==> src/rtl/csel_add_seq.sv <==
// csel_add_seq: sequential carry-select adder, one CHUNK-wide slice per cycle.
// Ports:
//   clk, rst (async active-high)
//   in_valid/in_ready, a, b, cin, sub : operand handshake
//   out_valid/out_ready, sum, cout    : result handshake
//   busy                              : operation in progress
// Optional macro CSEL_SUB_EN enables a - b when sub is set at accept.
module csel_add_seq #(
    parameter int WIDTH = 32,
    parameter int CHUNK = 8
) (
    input  logic             clk,
    input  logic             rst,
    input  logic             in_valid,
    output logic             in_ready,
    input  logic [WIDTH-1:0] a,
    input  logic [WIDTH-1:0] b,
    input  logic             cin,
    input  logic             sub,
    output logic             out_valid,
    input  logic             out_ready,
    output logic [WIDTH-1:0] sum,
    output logic             cout,
    output logic             busy
);

    localparam int NCHUNK = WIDTH / CHUNK;
    localparam int IW     = (NCHUNK > 1) ? $clog2(NCHUNK) : 1;

    typedef enum logic [1:0] {
        S_IDLE,
        S_RUN,
        S_DONE
    } state_t;

    state_t           r_state;
    logic [WIDTH-1:0] r_a;
    logic [WIDTH-1:0] r_b;
    logic [WIDTH-1:0] r_sum;
    logic [IW-1:0]    r_idx;
    logic             r_carry;
    logic             r_cout;

    logic [31:0]      w_base;
    logic [CHUNK-1:0] w_a_sl;
    logic [CHUNK-1:0] w_b_sl;
    logic [CHUNK:0]   w_s0;
    logic [CHUNK:0]   w_s1;
    logic [CHUNK:0]   w_sel;
    logic             w_last;
    logic             w_accept;

    assign w_base = 32'(r_idx) * 32'(CHUNK);
    assign w_a_sl = r_a[w_base +: CHUNK];
    assign w_b_sl = r_b[w_base +: CHUNK];

    // Both carry hypotheses are formed; the stored carry picks one.
    assign w_s0  = {1'b0, w_a_sl} + {1'b0, w_b_sl};
    assign w_s1  = {1'b0, w_a_sl} + {1'b0, w_b_sl}
                 + {{CHUNK{1'b0}}, 1'b1};
    assign w_sel = r_carry ? w_s1 : w_s0;

    assign w_last   = (r_idx == IW'(NCHUNK - 1));
    assign w_accept = in_valid && in_ready;

    // in_ready is masked while rst is held so nothing is taken in reset.
    assign in_ready  = (r_state == S_IDLE) && !rst;
    assign out_valid = (r_state == S_DONE);
    assign busy      = (r_state != S_IDLE);
    assign sum       = r_sum;
    assign cout      = r_cout;

`ifndef CSEL_SUB_EN
    logic w_unused_sub;
    assign w_unused_sub = sub;
`endif

    always_ff @(posedge clk or posedge rst) begin
        if (rst) begin
            r_state <= S_IDLE;
            r_a     <= '0;
            r_b     <= '0;
            r_sum   <= '0;
            r_idx   <= '0;
            r_carry <= 1'b0;
            r_cout  <= 1'b0;
        end else begin
            unique case (r_state)
                S_IDLE: begin
                    if (w_accept) begin
                        r_a   <= a;
                        r_sum <= '0;
                        r_idx <= '0;
`ifdef CSEL_SUB_EN
                        // Subtract as a + ~b + 1; cin is ignored.
                        r_b     <= sub ? ~b : b;
                        r_carry <= sub | cin;
`else
                        r_b     <= b;
                        r_carry <= cin;
`endif
                        r_state <= S_RUN;
                    end
                end
                S_RUN: begin
                    r_sum[w_base +: CHUNK] <= w_sel[CHUNK-1:0];
                    r_carry                <= w_sel[CHUNK];
                    if (w_last) begin
                        r_cout  <= w_sel[CHUNK];
                        r_idx   <= '0;
                        r_state <= S_DONE;
                    end else begin
                        r_idx <= r_idx + IW'(1);
                    end
                end
                S_DONE: begin
                    if (out_ready) begin
                        r_state <= S_IDLE;
                    end
                end
                default: begin
                    r_state <= S_IDLE;
                end
            endcase
        end
    end

endmodule

==> config.mk <==
export PLATFORM = sky130hd
export DESIGN_NAME = csel_add_seq
export DESIGN_NICKNAME = d
export VERILOG_FILES = /design/src/rtl/csel_add_seq.sv
export SDC_FILE = /design/constraint.sdc
export NUM_CORES = 1
export LEC_CHECK = 0
export ABC_CLOCK_PERIOD_IN_PS = 3300
export CAP_MARGIN = 20
export CORE_MARGIN = 5
export CORE_UTILIZATION = 32
export DETAILED_ROUTE_END_ITERATION = 10
export DONT_BUFFER_PORTS = 1
export PLACE_DENSITY = 0.5
export SKIP_LAST_GASP = 1
export SLEW_MARGIN = 25
export SYNTH_ARGS = -nofsm -noshare
export SYNTH_HDL_FRONTEND = slang
export SYNTH_SLANG_ARGS = --single-unit
==> constraint.sdc <==
create_clock -name clk -period 3.3 [get_ports clk]
set_input_delay 0.66 -clock clk [delete_from_list [all_inputs] [get_ports clk]]
set_output_delay 0.66 -clock clk [all_outputs]
set_load 0.005 [all_outputs]
* Word-level counts from Yosys, hierarchy flattened
Index checks and enable logic that the tools add are counted.
** Word-level totals
- Latch bits :: 0
- Logic and storage cells :: 44
- Memories kept :: 0
- ROM bits :: 0
- Output and inout port bits :: 36
- Memory bits (writable) :: 0
- Flip-flop bits (word level) :: 102
** Cells by class
- Bitwise logic cells :: 0
- $lt $le $gt $ge :: 0
- Divide/modulo/power cells :: 0
- Add/subtract/negate cells :: 4
- Mux-type cells :: 13
- Equal/unequal tests :: 6
- $mul :: 0
- Reductions and logical operators :: 10
- Shift operators :: 4
** Operators by type and width (number)
- $pmux W32 S2 :: 1
- $shiftx A32 B6 Y8 :: 2
- $neg A5 Y34 :: 1
- $shift A8 B34 Y32 const A :: 1
- $shiftx A8 B34 Y32 :: 1
- $bwmux W32 :: 1
- $mux W32 :: 1
- $mux W2 :: 5
- $add A8 B8 Y9 :: 1
- $add A9 B1 Y9 const B :: 1
- $mux W9 :: 1
- $pmux W2 S3 :: 1
- $reduce_and A2 Y1 :: 3
- $eq A2 B2 Y1 const B :: 2
- $ne A2 B2 Y1 const B :: 2
- $pmux W2 S2 :: 1
- $reduce_bool A2 Y1 :: 2
- $reduce_and A3 Y1 :: 1
- $add A2 B1 Y2 const B :: 1
- $eq A2 B1 Y1 const B :: 1
- $logic_and A1 B1 Y1 :: 2
- $logic_not A2 Y1 :: 1
- $ne A2 B1 Y1 const B :: 1
- $pmux W1 S2 :: 1
- 2 further kinds :: 2

* Depth between registers and ports, before layout
- Depth in word-level cells :: 7
- Mapped depth :: 10
- Gate-level depth less buffers :: 9

* Worst setup path after synthesis
OpenSTA, ideal clock, no wires.
- Kind :: reg2reg
- Start :: register r_idx[0]
- End :: register r_sum[15], in the netlist sum[15]
- Setup slack :: 165 ps
- Stages on the path, launching flop included :: 11
- Period minus slack after synthesis :: 3135 ps
- Required time :: 3168 ps
- Arrival time :: 3003 ps
- Setup time :: 132 ps
- Path buffers :: 1
- Cells stage by stage :: dfrtp_1 -> buf_2 -> mux4_2 -> ha_1 -> fa_1 -> a21o_2 -> a221oi_2 -> xnor2_1 -> nand4_1 -> xor2_1 -> o21ai_0
** Between the ends
- Cells in the longest elaborated chain, start to end :: 7
** RTL lines
- start: declaration :: line 40 : logic [IW-1:0] r_idx;
- start signal: assignment :: line 113 : r_idx <= r_idx + IW'(1);
- $shiftx A32 B6 Y8 (on tied branches) :: line 54, 55
- $add A8 B8 Y9 :: line 58, 59
- $add A9 B1 Y9 :: line 60 : + {{CHUNK{1'b0}}, 1'b1};
- $mux W9 :: line 61 : assign w_sel = r_carry ? w_s1 : w_s0;
- $shiftx A8 B34 Y32 :: line 106 : r_sum[w_base +: CHUNK] <= w_sel[CHUNK-1:0];
- $bwmux W32 * :: line 106
- $pmux W32 S2 * :: line 88 : unique case (r_state)
- end signal: indexed assignment :: line 106
- end: declaration :: line 39 : logic [WIDTH-1:0] r_sum;
Every way passes the cells marked *; elsewhere a longest branch is shown, timed or not.
A chain may end at the register's enable or synchronous reset.

* Worst setup path after layout
- Start :: register r_idx[0]
- End :: register r_carry
** Between the ends
- Cells in the longest elaborated chain, start to end :: 5
** RTL lines
- $shiftx A32 B6 Y8 (on tied branches) :: line 54, 55
- $add A8 B8 Y9 * :: line 58, 59
- $add A9 B1 Y9 :: line 60
- $mux W9 * :: line 61
- $pmux W1 S2 * :: line 88
- end signal: assignment :: line 100 : r_carry <= cin;
- end signal: assignment :: line 107 : r_carry <= w_sel[CHUNK];
- end: declaration :: line 41 : logic r_carry;
Marked as above.

==> impl_results.md <==
* Status: finished clean
* Worst slew pin tran at 733 ps
* Cell Pwr Density at 1380 mW/mm^2
* Clock H-tree levels at 3
* Gr usage total at 13.6%
* Worst Hold Class: primary input to asynchronous set/reset pin
* Clock Path Buffers at 2
* Starting Density at 32.7%
* Max Fanout on Critical Path at 5
* FFs w/ async S/R, synth at 100%
* Setup ws final at 177 ps
* Int Pwr at 4.28 mW
* Post-placement cell area at 0.00505 mm^2
* Top area cells in the synthesized netlist: dfrtp_1, nand2_1, mux4_2
* Initial DRT Pass Iterations at 4
* Setup TNS at 0 ps
* Post-synth top area share at 53.5%
* Clock root cell: clkbuf_16
* Yosys reg bits at 102
* Register Area at 0.00255 mm^2
* Leakage at 2.61 nW
* CP required at 3520 ps
* Peak supply drop at 0.745 mV
* Synth Cell Area at 0.00477 mm^2
* Max cap viols at 0
* Synth-to-Final Area Change at 13.8%
* Layout cells sized above 1 at 13.8%
* Placed Instances at 680
* Die width at 132 um
* Mapped Nets at 583
* Initial drt markers at 182
* Sw Ratio at 43.0%
* Clock power share at 14.1%
* CTS sink count at 102
* TritonCTS clock tree: done
* Cell Rows at 44
* Sw power at 3.23 mW
* Routed WL per cell at 16.8 um
* Number of setup violations in the final report at 0
* Final hold violations at 0
* Via density at 4.84
* R2r setup slk at 180 ps
* Worst Setup End Kind: flop
* Combinational share of power at 57.1%
* Final Power at 7.50 mW
* Final std cells w/o fill at 697
* Vias at 3376
* Yosys top cell by area: dfrtp_1
* Residual DRC at 0
* Vias in the first global route at 3579
* Number of synthesized flops with an enable pin at 0
* Worst Setup SP: r_idx[0]
* Multi-input logic area at 0.00217 mm^2
* Reg2Reg Depth at 10
* First-pass GRT wire length at 18900 um
* CP Data Arrival Time at 3350 ps
* Final Cycle Share at 94.6%
* Clk slew on worst S/H paths at 70 ps
* Core area at 0.0146 mm^2
* Final WL at 11700 um
* Synth Instances at 499
* Min cycle time layout at 3120 ps
* I/O pins at 106
* Fin area at 0.00542 mm^2
* Fill count at 1458
* DIE AREA at 0.0174 mm^2
* Routed Antenna Nets at 0
* Sequential power share at 28.7%
* Final core occ at 37.2%
* Reg2reg start: r_idx[0]
* Antenna diodes at 0
* Gpl congestion at 0.778
* Initial antenna violation count at 0
* Detail Placement HPWL at 8710 um
* Rel. slew slack at 51.1%
* Fmax at 0.320 GHz
* Seq/Total Area, Yosys at 53.5%
* Syn. warnings at 0
* WHS at 351 ps
* Crit path to: r_carry
* Dpl ws at -104 ps
* Worst skew pair latency at 350 ps
* Die height at 132 um
* Max Slew Vio Count at 0
* Fin nets at 592
* Grt ovf at 0
* RR Endpoint: r_carry
* Crit Path Class: flop to flop
* Layout Skew at 9.87 ps
* Syn avg cell area at 9.55 um^2
* Port bufs at 0
* CTS buffer count at 9
* Largest net degree at the start of global routing at 59
* Main synth FF type: dfrtp_1
* Startpoint types: flop
* Post-synth cell types at 42
-- how the worst min path moves through the flow --
stage	from	to	slack [ps]	cells past startpoint
final	rst	cout	350	2
after global routing	rst	cout	400	2
after CTS	rst	cout	370	2
after detailed placement	r_a[26]	r_a[26]	460	2
after global placement	r_b[16]	r_b[16]	460	2
after floorplan	r_a[16]	r_a[16]	440	2
-- worst max-delay path, cell delays in order, from the launching register on --
cell and delay, ps:
dfrtp_2 450, mux4_2 570, ha_4 200, fa_2 570, ha_2 210, o2111ai_2 150
nor4_2 240, buf_4 170, and3_1 190, and4_1 200, nor3_1 50
-- metal layers --
metal | vias to the layer above | part of all wire [%] | track usage [%]
met1 | 1612 | 46 | 18.4
li1 | 1671 | - | -
met2 | 81 | 46 | 21.0
met3 | 12 | 6.4 | 4.81
met4 | 0 | 1.2 | 3.49
met5 | - | 0 | 0
-- power groups by stage --
stage          registers [mW]  logic, mW  clock network (mW)
6_report                 2.16       4.29                1.06
5_1_grt                  2.24       4.74                1.13
4_1_cts                  2.17       4.15                1.09
3_5_place_dp             2.19       4.07                   0
3_3_place_gp             2.17       3.98                   0
2_1_floorplan            2.04       2.61                   0
-- kinds of logic after synthesis --
kind of cell             after synthesis  share of synthesized area [%]
adder cells (fa/ha/maj)               14                           3.83
XOR/XNOR                              12                           2.20
multiplexers                          17                           7.77
AO/OA/AOI/OAI                         59                           7.77
flip-flops                           102                           53.5
buffers and inverters                 26                           2.23
AND/OR/NAND/NOR                      269                           22.7
-- Yosys cell counts (2+ instances only) --
master / instances
nand2_1: 233
dfrtp_1: 102
o21ai_0: 35
mux4_2: 16
clkbuf_1: 13
ha_1: 13
a21oi_1: 8
nor2_1: 8
buf_2: 7
xor2_1: 7
inv_1: 5
nor3_1: 5
xnor2_1: 5
and3_1: 4
nand3_1: 4
nand4_1: 4
a21o_1: 2
nand2b_1: 2
o31ai_1: 2
or2_2: 2
-- layout by cell type (no fill, tap or decap), types with 2 or more instances in the layout --
master	count
a21o_1	2
a21oi_1	8
and3_1	4
buf_4	18
clkbuf_16	9
clkinv_2	2
clkinvlp_4	2
dfrtp_1	101
ha_1	10
ha_2	2
inv_1	4
mux4_2	16
nand2_1	232
nand2b_1	2
nand3_1	4
nand4_1	4
nor2_1	8
nor3_1	5
o21ai_0	32
o21ai_1	3
o31ai_1	2
or2_2	2
xnor2_1	4
xor2_1	5
xor2_2	2
-- registers in the layout (all words and copies together), names as in the netlist --
name / flops
r_a: 32
r_b: 32
sum: 32
r_idx: 2
r_state: 2
cout: 1
r_carry: 1
-- cell type report --
class	instances	area share [%]
repair buffers	19	2.70
clock inverters	5	1.04
flip-flops and latches	102	47.1
inverters	5	0.415
clock buffers	11	4.48
well taps	184	4.24
multi-input cells	371	40.0
-- timing repair --
action                     4_1_cts  5_1_grt
resized for setup                4       11
buffers inserted                 2        0
hold buffers                     0        0
pin swaps                        1        4
setup endpoints to repair        8       10
(Power assumes the default switching activity.)
